===== config.mk =====
export PLATFORM = sky130hd
export DESIGN_NAME = lsu_mem_master
export DESIGN_NICKNAME = d
export VERILOG_FILES = /design/src/rtl/lsu_mem_master.sv
export SDC_FILE = /design/constraint.sdc
export NUM_CORES = 1
export LEC_CHECK = 0
export CAP_MARGIN = 20
export CORE_UTILIZATION = 51
export CTS_BUF_LIST = sky130_fd_sc_hd__clkbuf_4 sky130_fd_sc_hd__clkbuf_8
export CTS_CLUSTER_DIAMETER = 80
export DETAILED_ROUTE_END_ITERATION = 10
export PLACE_DENSITY = 0.76
export REMOVE_ABC_BUFFERS = 1
export SETUP_SLACK_MARGIN = 0.2
export SYNTH_ARGS = -nofsm -noshare
export SYNTH_HDL_FRONTEND = slang
export SYNTH_SLANG_ARGS = --single-unit

===== constraint.sdc =====
create_clock -name clk -period 3.75 [get_ports clk]
set_input_delay 0.5625 -clock clk [delete_from_list [all_inputs] [get_ports clk]]
set_output_delay 0.5625 -clock clk [all_outputs]
set_load 0.1 [all_outputs]

===== src/rtl/lsu_mem_master.sv =====
// rtl/lsu_mem_master.sv - in-order load/store initiator with request FIFO, load extension and byte/half read-modify-write
module lsu_mem_master #(
    parameter int DEPTH     = 4,
    parameter int TAG_W     = 4,
    parameter int MEM_BYTES = 256
) (
    input  logic             clk,
    input  logic             rst,
    input  logic             i_req_valid,
    output logic             o_req_ready,
    input  logic             i_req_we,
    input  logic [2:0]       i_req_funct3,
    input  logic [31:0]      i_req_addr,
    input  logic [31:0]      i_req_wdata,
    input  logic [TAG_W-1:0] i_req_tag,
    output logic             o_rsp_valid,
    input  logic             i_rsp_ready,
    output logic [31:0]      o_rsp_data,
    output logic [TAG_W-1:0] o_rsp_tag,
    output logic             o_err,
    output logic             o_busy,
    output logic [31:0]      o_MemAddr,
    output logic [31:0]      o_MemWD,
    output logic             o_MemWE,
    input  logic [31:0]      i_MemRD
);
    localparam int PW = $clog2(DEPTH);

    typedef enum logic {IDLE, RMW_WR} state_t;

    logic             q_we    [DEPTH];
    logic [2:0]       q_f3    [DEPTH];
    logic [31:0]      q_addr  [DEPTH];
    logic [31:0]      q_wdata [DEPTH];
    logic [TAG_W-1:0] q_tag   [DEPTH];

    logic [PW-1:0] wr_ptr, rd_ptr;
    logic [PW:0]   count;
    state_t        state;
    logic [31:0]   merge;

    logic             full, empty, push, pop;
    logic             h_we;
    logic [2:0]       h_f3;
    logic [31:0]      h_addr, h_wdata;
    logic [TAG_W-1:0] h_tag;
    logic [32:0]      h_end;
    logic             addr_bad, f3_bad, h_bad, rsp_free, head_ok;
    logic             do_err, do_load, do_sw, do_rmw_rd;
    logic [31:0]      ld_ext, st_merge;

    assign full    = (count == (PW+1)'(DEPTH));
    assign empty   = (count == '0);
    assign push    = i_req_valid & ~full;

    assign h_we    = q_we[rd_ptr];
    assign h_f3    = q_f3[rd_ptr];
    assign h_addr  = q_addr[rd_ptr];
    assign h_wdata = q_wdata[rd_ptr];
    assign h_tag   = q_tag[rd_ptr];

    // 33-bit sum so addresses near 2^32 cannot wrap into the legal range
    assign h_end    = {1'b0, h_addr} + 33'd3;
    assign addr_bad = (h_end >= 33'(MEM_BYTES));
    assign f3_bad   = h_we ? (h_f3[2] | (h_f3[1:0] == 2'b11))
                           : ((h_f3 == 3'b011) | (h_f3[2:1] == 2'b11));
    assign h_bad    = addr_bad | f3_bad;
    assign rsp_free = ~o_rsp_valid | i_rsp_ready;
    assign head_ok  = (state == IDLE) & ~empty & ~h_bad;

    assign do_err    = (state == IDLE) & ~empty & h_bad;
    assign do_load   = head_ok & ~h_we & rsp_free;
    assign do_sw     = head_ok & h_we & (h_f3 == 3'b010);
    assign do_rmw_rd = head_ok & h_we & (h_f3 != 3'b010);
    assign pop       = do_err | do_load | do_sw | (state == RMW_WR);

    always_comb begin
        ld_ext = i_MemRD;
        case (h_f3)
            3'b000:  ld_ext = {{24{i_MemRD[7]}}, i_MemRD[7:0]};
            3'b001:  ld_ext = {{16{i_MemRD[15]}}, i_MemRD[15:0]};
            3'b100:  ld_ext = {24'd0, i_MemRD[7:0]};
            3'b101:  ld_ext = {16'd0, i_MemRD[15:0]};
            default: ld_ext = i_MemRD;
        endcase
    end

    assign st_merge = h_f3[0] ? {i_MemRD[31:16], h_wdata[15:0]}
                              : {i_MemRD[31:8],  h_wdata[7:0]};

    assign o_req_ready = ~full;
    assign o_busy      = ~empty | (state != IDLE);
    assign o_MemAddr   = h_addr;
    assign o_MemWD     = (state == RMW_WR) ? merge : h_wdata;
    // Reset gates the strobe directly so an interrupted RMW never writes
    assign o_MemWE     = ~rst & (do_sw | (state == RMW_WR));

    always_ff @(posedge clk) begin
        if (push) begin
            q_we[wr_ptr]    <= i_req_we;
            q_f3[wr_ptr]    <= i_req_funct3;
            q_addr[wr_ptr]  <= i_req_addr;
            q_wdata[wr_ptr] <= i_req_wdata;
            q_tag[wr_ptr]   <= i_req_tag;
        end
    end

    always_ff @(posedge clk) begin
        if (rst) begin
            wr_ptr      <= '0;
            rd_ptr      <= '0;
            count       <= '0;
            state       <= IDLE;
            merge       <= '0;
            o_err       <= 1'b0;
            o_rsp_valid <= 1'b0;
            o_rsp_data  <= '0;
            o_rsp_tag   <= '0;
        end else begin
            if (push) wr_ptr <= wr_ptr + 1'b1;
            if (pop)  rd_ptr <= rd_ptr + 1'b1;
            case ({push, pop})
                2'b10:   count <= count + 1'b1;
                2'b01:   count <= count - 1'b1;
                default: count <= count;
            endcase

            o_err <= do_err;

            if (do_load) begin
                o_rsp_valid <= 1'b1;
                o_rsp_data  <= ld_ext;
                o_rsp_tag   <= h_tag;
            end else if (i_rsp_ready) begin
                o_rsp_valid <= 1'b0;
            end

            case (state)
                IDLE: begin
                    if (do_rmw_rd) begin
                        merge <= st_merge;
                        state <= RMW_WR;
                    end
                end
                RMW_WR:  state <= IDLE;
                default: state <= IDLE;
            endcase
        end
    end
endmodule


# After elaboration in Yosys (flattened, before gate mapping)
# Memory sizes are Yosys's and may differ from the RTL's. A register that Yosys moved wholly into a read port is not among the register bits.
# Cells that the tools add are included.
[totals] regBits=74 mem_bits_rw=288 input_bits=108 out_inout_bits=105 wordCells=80 n_memories=5
[classes] n_addsub=5 order_cmp=1 eq_ne=11 muxes=19 bitwise_logic=26 n_reduce_logical=5
[mem_list] name="q_addr" words=4 width=32 read_ports=1 rd_ports_with_merged_regs=1 write_ports=1 line_no="33" rtl="logic [31:0] q_addr [DEPTH];"
[mem_list] name="q_wdata" words=4 width=32 read_ports=1 rd_ports_with_merged_regs=1 write_ports=1 line_no="34" rtl="logic [31:0] q_wdata [DEPTH];"
[mem_list] name="q_tag" words=4 width=4 read_ports=1 rd_ports_with_merged_regs=1 write_ports=1 line_no="35" rtl="logic [TAG_W-1:0] q_tag [DEPTH];"
[mem_list] name="q_f3" words=4 width=3 read_ports=1 rd_ports_with_merged_regs=1 write_ports=1 line_no="32" rtl="logic [2:0] q_f3 [DEPTH];"
[mem_list] name="q_we" words=4 width=1 read_ports=1 rd_ports_with_merged_regs=1 write_ports=1 line_no="31" rtl="logic q_we [DEPTH];"
[op_table] cell="case mux 32 bit (4 select lines)" count=1
[op_table] cell="adder 32 x 2 -> 33 bit (second input constant)" count=1
[op_table] cell="greater-or-equal comparator 33 x 9 -> 1 bit (second input constant)" count=1
[op_table] cell="two-way mux 32 bit" count=1
[op_table] cell="two-way mux 16 bit" count=1
[op_table] cell="two-way mux 2 bit" count=8
[op_table] cell="AND 1 bit" count=10
[op_table] cell="equality test 3 bit (second input constant)" count=3
[op_table] cell="OR 1 bit" count=9
[op_table] cell="NOT 1 bit" count=7
[op_table] cell="equality test 2 bit (second input constant)" count=3
[op_table] cell="equality test 3 x 2 -> 1 bit (second input constant)" count=2
[op_table] cell="logical NOT 3 bit" count=2
[op_table] cell="two-way mux 1 bit" count=6
[op_table] cell="case mux 3 bit (2 select lines)" count=1
[op_table] cell="adder 2 x 1 -> 2 bit (second input constant)" count=2
[op_table] cell="nonzero test 2 bit" count=2
[op_table] cell="adder 3 x 1 -> 3 bit (second input constant)" count=1
[op_table] cell="equality test 3 x 1 -> 1 bit (second input constant)" count=1
[op_table] cell="inequality test 3 x 2 -> 1 bit (second input constant)" count=1
[op_table] cell="subtractor 3 x 1 -> 3 bit (second input constant)" count=1
[op_table] cell="equality test 2 x 1 -> 1 bit (second input constant)" count=1
[op_table] cell="case mux 1 bit (2 select lines)" count=1
[op_table] cell="AND reduction 2 bit" count=1

# Longest topological paths before layout
[depth] depth_word=13 ltp_mapped=17 mapped_depth_nobuf=14

# Worst setup path after synthesis
# No wires, ideal clock.
[synth_path] path_kind="flip-flop to output port" from="register with a tool-made name" to="output port o_MemWE" t_arrival_ps=4500 required_time_ps=3188 slack_ps=-1313 path_stages_with_launch=12 path_buffers=2 cell_sequence="dfxtp_1 -> buf_6 -> buf_12 -> mux4_2 -> nand4_1 -> nor4_1 -> mux2_1 -> nor4_1 -> o21ai_1 -> nor3_1 -> a21oi_1 -> nor2_1"
[synth_lines] element="end, declared" line_no="24" rtl="output logic o_MemWE,"

==> results.py <==
metrics = {
    "setup_path": {
        "r2r_slack_ns": -0.33,
        "critPathMaxFanout": 7,
        "cp.arrival_ns": 3.54,
        "rr_worst_depth": 20,
        "crit_type": "reg -> out",
        "startpoint_type": "register",
        "critPathRequiredTime_ns": 3.19,
        "endpoint_kind": "output port",
    },
    "job": {
        "max_cap_viol_count": 0,
    },
    "global_routing": {
        "grt_pass1_wl_um": 49150,
        "track_usage_pct": 22.47,
        "grt_pass1_vias": 9031,
        "grt_remaining_overflow": 0,
        "grt_max_degree": 51,
        "antenna_found_initial": 2,
    },
    "synthesis": {
        "synth_top_cell_by_area": "edfxtp_1",
        "synth_flop_cell": "edfxtp_1",
        "ys_seq_area_share_pct": 69.86,
        "yosysWarnings": 0,
        "synth_cell_types": 51,
        "postSynth.asyncResetShare_pct": 0,
        "synth.area.top_cells": "edfxtp_1, mux4_2, dfxtp_1",
        "syn_area_um2": 14670,
        "syn_area_per_cell_um2": 17.36,
        "synth_cells": 845,
        "netlist.area_leader.share_pct": 58.94,
        "synth_edf_count": 288,
        "ys_ff_latch": 368,
    },
    "pwr": {
        "peakVddDrop_uv": 860.9,
        "leakagePower_nw": 6.622,
        "p_per_area_nw_per_um2": 776.9,
    },
    "layout": {
        "syn_to_final_growth_pct": 32.32,
        "seq_area_um2": 10260,
        "layout-drive-gt1-share_pct": 36.23,
        "nets": 1297,
        "instances_no_fill": 1610,
        "fillCellCount": 1888,
        "multi_input_area_um2": 4323,
    },
    "hold_path": {
        "min_delay_path_depth": 2,
        "min_path_type": "in -> reg",
    },
    "clocking": {
        "cts_tree": "done",
        "cts.sinks": 368,
        "clockBufferDepth": 3,
        "insertion_delay_ns": 0.60,
        "numCtsBuffers": 57,
        "clk_pin_slew_ns": 0.06,
        "cts_root_buf": "clkbuf_8",
        "htreeDepth": 2,
    },
    "floorplan": {
        "ios": 213,
        "dieHeight_um": 171.6,
        "initial_utilization_pct": 52.38,
        "core_area_um2": 28010,
        "die_w_um": 171.6,
        "design.die.area_um2": 29450,
        "rows": 61,
    },
    "route": {
        "dr.first_iter.drc_count": 497,
        "wl_per_cell_um": 21.20,
        "antenna_left": 0,
        "drt_first_pass_iters": 4,
        "vias": 8819,
        "post_drt_via_cell_ratio": 5.478,
        "drc": 0,
        "routed_wirelength_um": 34140,
    },
    "sta": {
        "fin_ws_ns": -0.3514,
        "clock_skew_ns": 0.02333,
        "finalCritPeriodShare_pct": 109.4,
        "maxSlewViolCount": 0,
        "rsz0062_at_grt": "true",
        "worst_pin_slew_ns": 1.053,
        "final_hold_viol_count": 0,
        "fin_tns_setup_ns": -0.7955,
        "max-slew-margin-rel_pct": 29.60,
        "fmax_mhz": 243.8,
        "post-route-min-period_ns": 4.101,
        "setup_violations": 3,
    },
    "place": {
        "finalWeightedCongestion": 0.8048,
        "portBuffers": 212,
        "dpl.hpwl_um": 20600,
        "dpl.cell_count": 1466,
    },
    "status": {
        "violations": "setup timing",
        "status": "finished with violations",
    },
}
-- flip-flops by register name (all words and copies together), names as in the netlist, named ones only --
register	cells
count	3
o_rsp_tag	4
q_tag	16
o_err	1
merge	32
o_rsp_valid	1
q_wdata	128
state	1
wr_ptr	2
rd_ptr	2
q_addr	128
q_we	4
o_rsp_data	32
q_f3	12
-- stage by stage --
step / power, mW / util, % / hold slack (ns) / instance area, um2 / setup slack [ns]
global placement: 11.25 / 62.65 / 0.4669 / 17550 / -0.1920
floorplan: 9.562 / - / 0.4544 / 14420 / -4.141
detailed placement: 11.32 / 62.65 / 0.4794 / 17550 / -0.2278
finish: 15.08 / 69.31 / 0.4754 / 19410 / -0.3514
global route: 15.63 / 69.31 / 0.4743 / 19410 / -0.5088
CTS: 14.95 / 67.69 / 0.4552 / 18960 / -0.5562
-- logic make-up (layout without fill, tap and decap cells) --
group	count (synthesis)	count (layout)	share of synthesized area, %
compound gates	71	71	3.547
xor+xnor	5	5	0.2985
fa+ha+maj	6	6	0.5628
buf+inv	56	442	2.021
flops	368	368	69.86
mux	163	163	17.63
other cells	0	1	0
simple gates	176	176	6.080
-- what timing repair did --
action / 4_1_cts / 5_1_grt
pin swaps: 11 / 15
hold buffers: 0 / 0
resized for setup: 23 / 33
setup buffers: 7 / 19
endpoints found under the setup margin: 91 / 72
gates cloned: 2 / 8
-- cell usage after synthesis (4+ instances only) --
cell,count
o21ai_0,12
nand2_1,13
inv_1,11
mux2i_1,47
nor3_1,18
clkbuf_1,22
a21oi_1,27
nand4_1,7
buf_6,4
buf_2,10
ha_1,5
dfxtp_1,80
mux2_2,43
and3_1,12
mux4_2,72
edfxtp_1,288
buf_1,4
nor2_1,91
nand3_1,7
a211oi_2,16
-- report_power, final --
group          switching [mW]  internal, mW  leakage (nW)  total (mW)
clock                    1.52          1.96         0.642        3.48
sequential              0.132          4.78          3.29        4.91
combinational            4.49          2.20          2.69        6.69
-- worst paths after layout --
check / startpoint / to
setup / recovery: register / o_MemWE
hold / removal: rst / o_rsp_data[0]
setup reg to reg: register / count[2]
hold reg to reg: o_rsp_data[12] / o_rsp_data[12]
-- cell type report --
| type | instances | area share, % |
|---|---|---|
| sequential | 368 | 52.84 |
| inverter | 11 | 0.2127 |
| antenna | 1 | 0.01289 |
| clock buffer | 74 | 4.730 |
| timing repair buffer | 324 | 16.01 |
| tap | 378 | 2.436 |
| multi-input combinational | 421 | 22.27 |
| clock inverter | 33 | 1.489 |
-- worst max-delay path, cell delays in order, from the launching register on --
cell,delay (ns)
dfxtp_4,0.45
buf_12,0.16
mux4_2,0.55
or2_1,0.29
or3_1,0.39
o31a_1,0.12
a21oi_1,0.18
o21ai_2,0.10
nor3_2,0.16
buf_4,0.15
a21oi_4,0.07
nor2_4,0.12
buf_12,0.18
-- cells in the final DEF, fill, tap and decap left out, types with 15 or more instances in the layout --
| master | count |
|---|---|
| edfxtp_1 | 288 |
| buf_4 | 150 |
| clkdlybuf4s50_1 | 145 |
| nor2_1 | 89 |
| dfxtp_1 | 77 |
| mux4_2 | 72 |
| clkbuf_8 | 58 |
| mux2i_1 | 46 |
| mux2_2 | 44 |
| a21oi_1 | 25 |
| a211oi_2 | 17 |
| nor3_1 | 16 |
| clkbuf_4 | 16 |
| clkinv_2 | 15 |
-- layer usage --
layer	track usage [%]	vias to the layer above	routed length, um
li1	-	4025	-
met1	27.21	4385	13380
met2	39.39	349	17270
met3	5.246	58	2677
met4	7.686	2	794
met5	0	-	11
No activity file was read; power rests on OpenSTA's default activity.
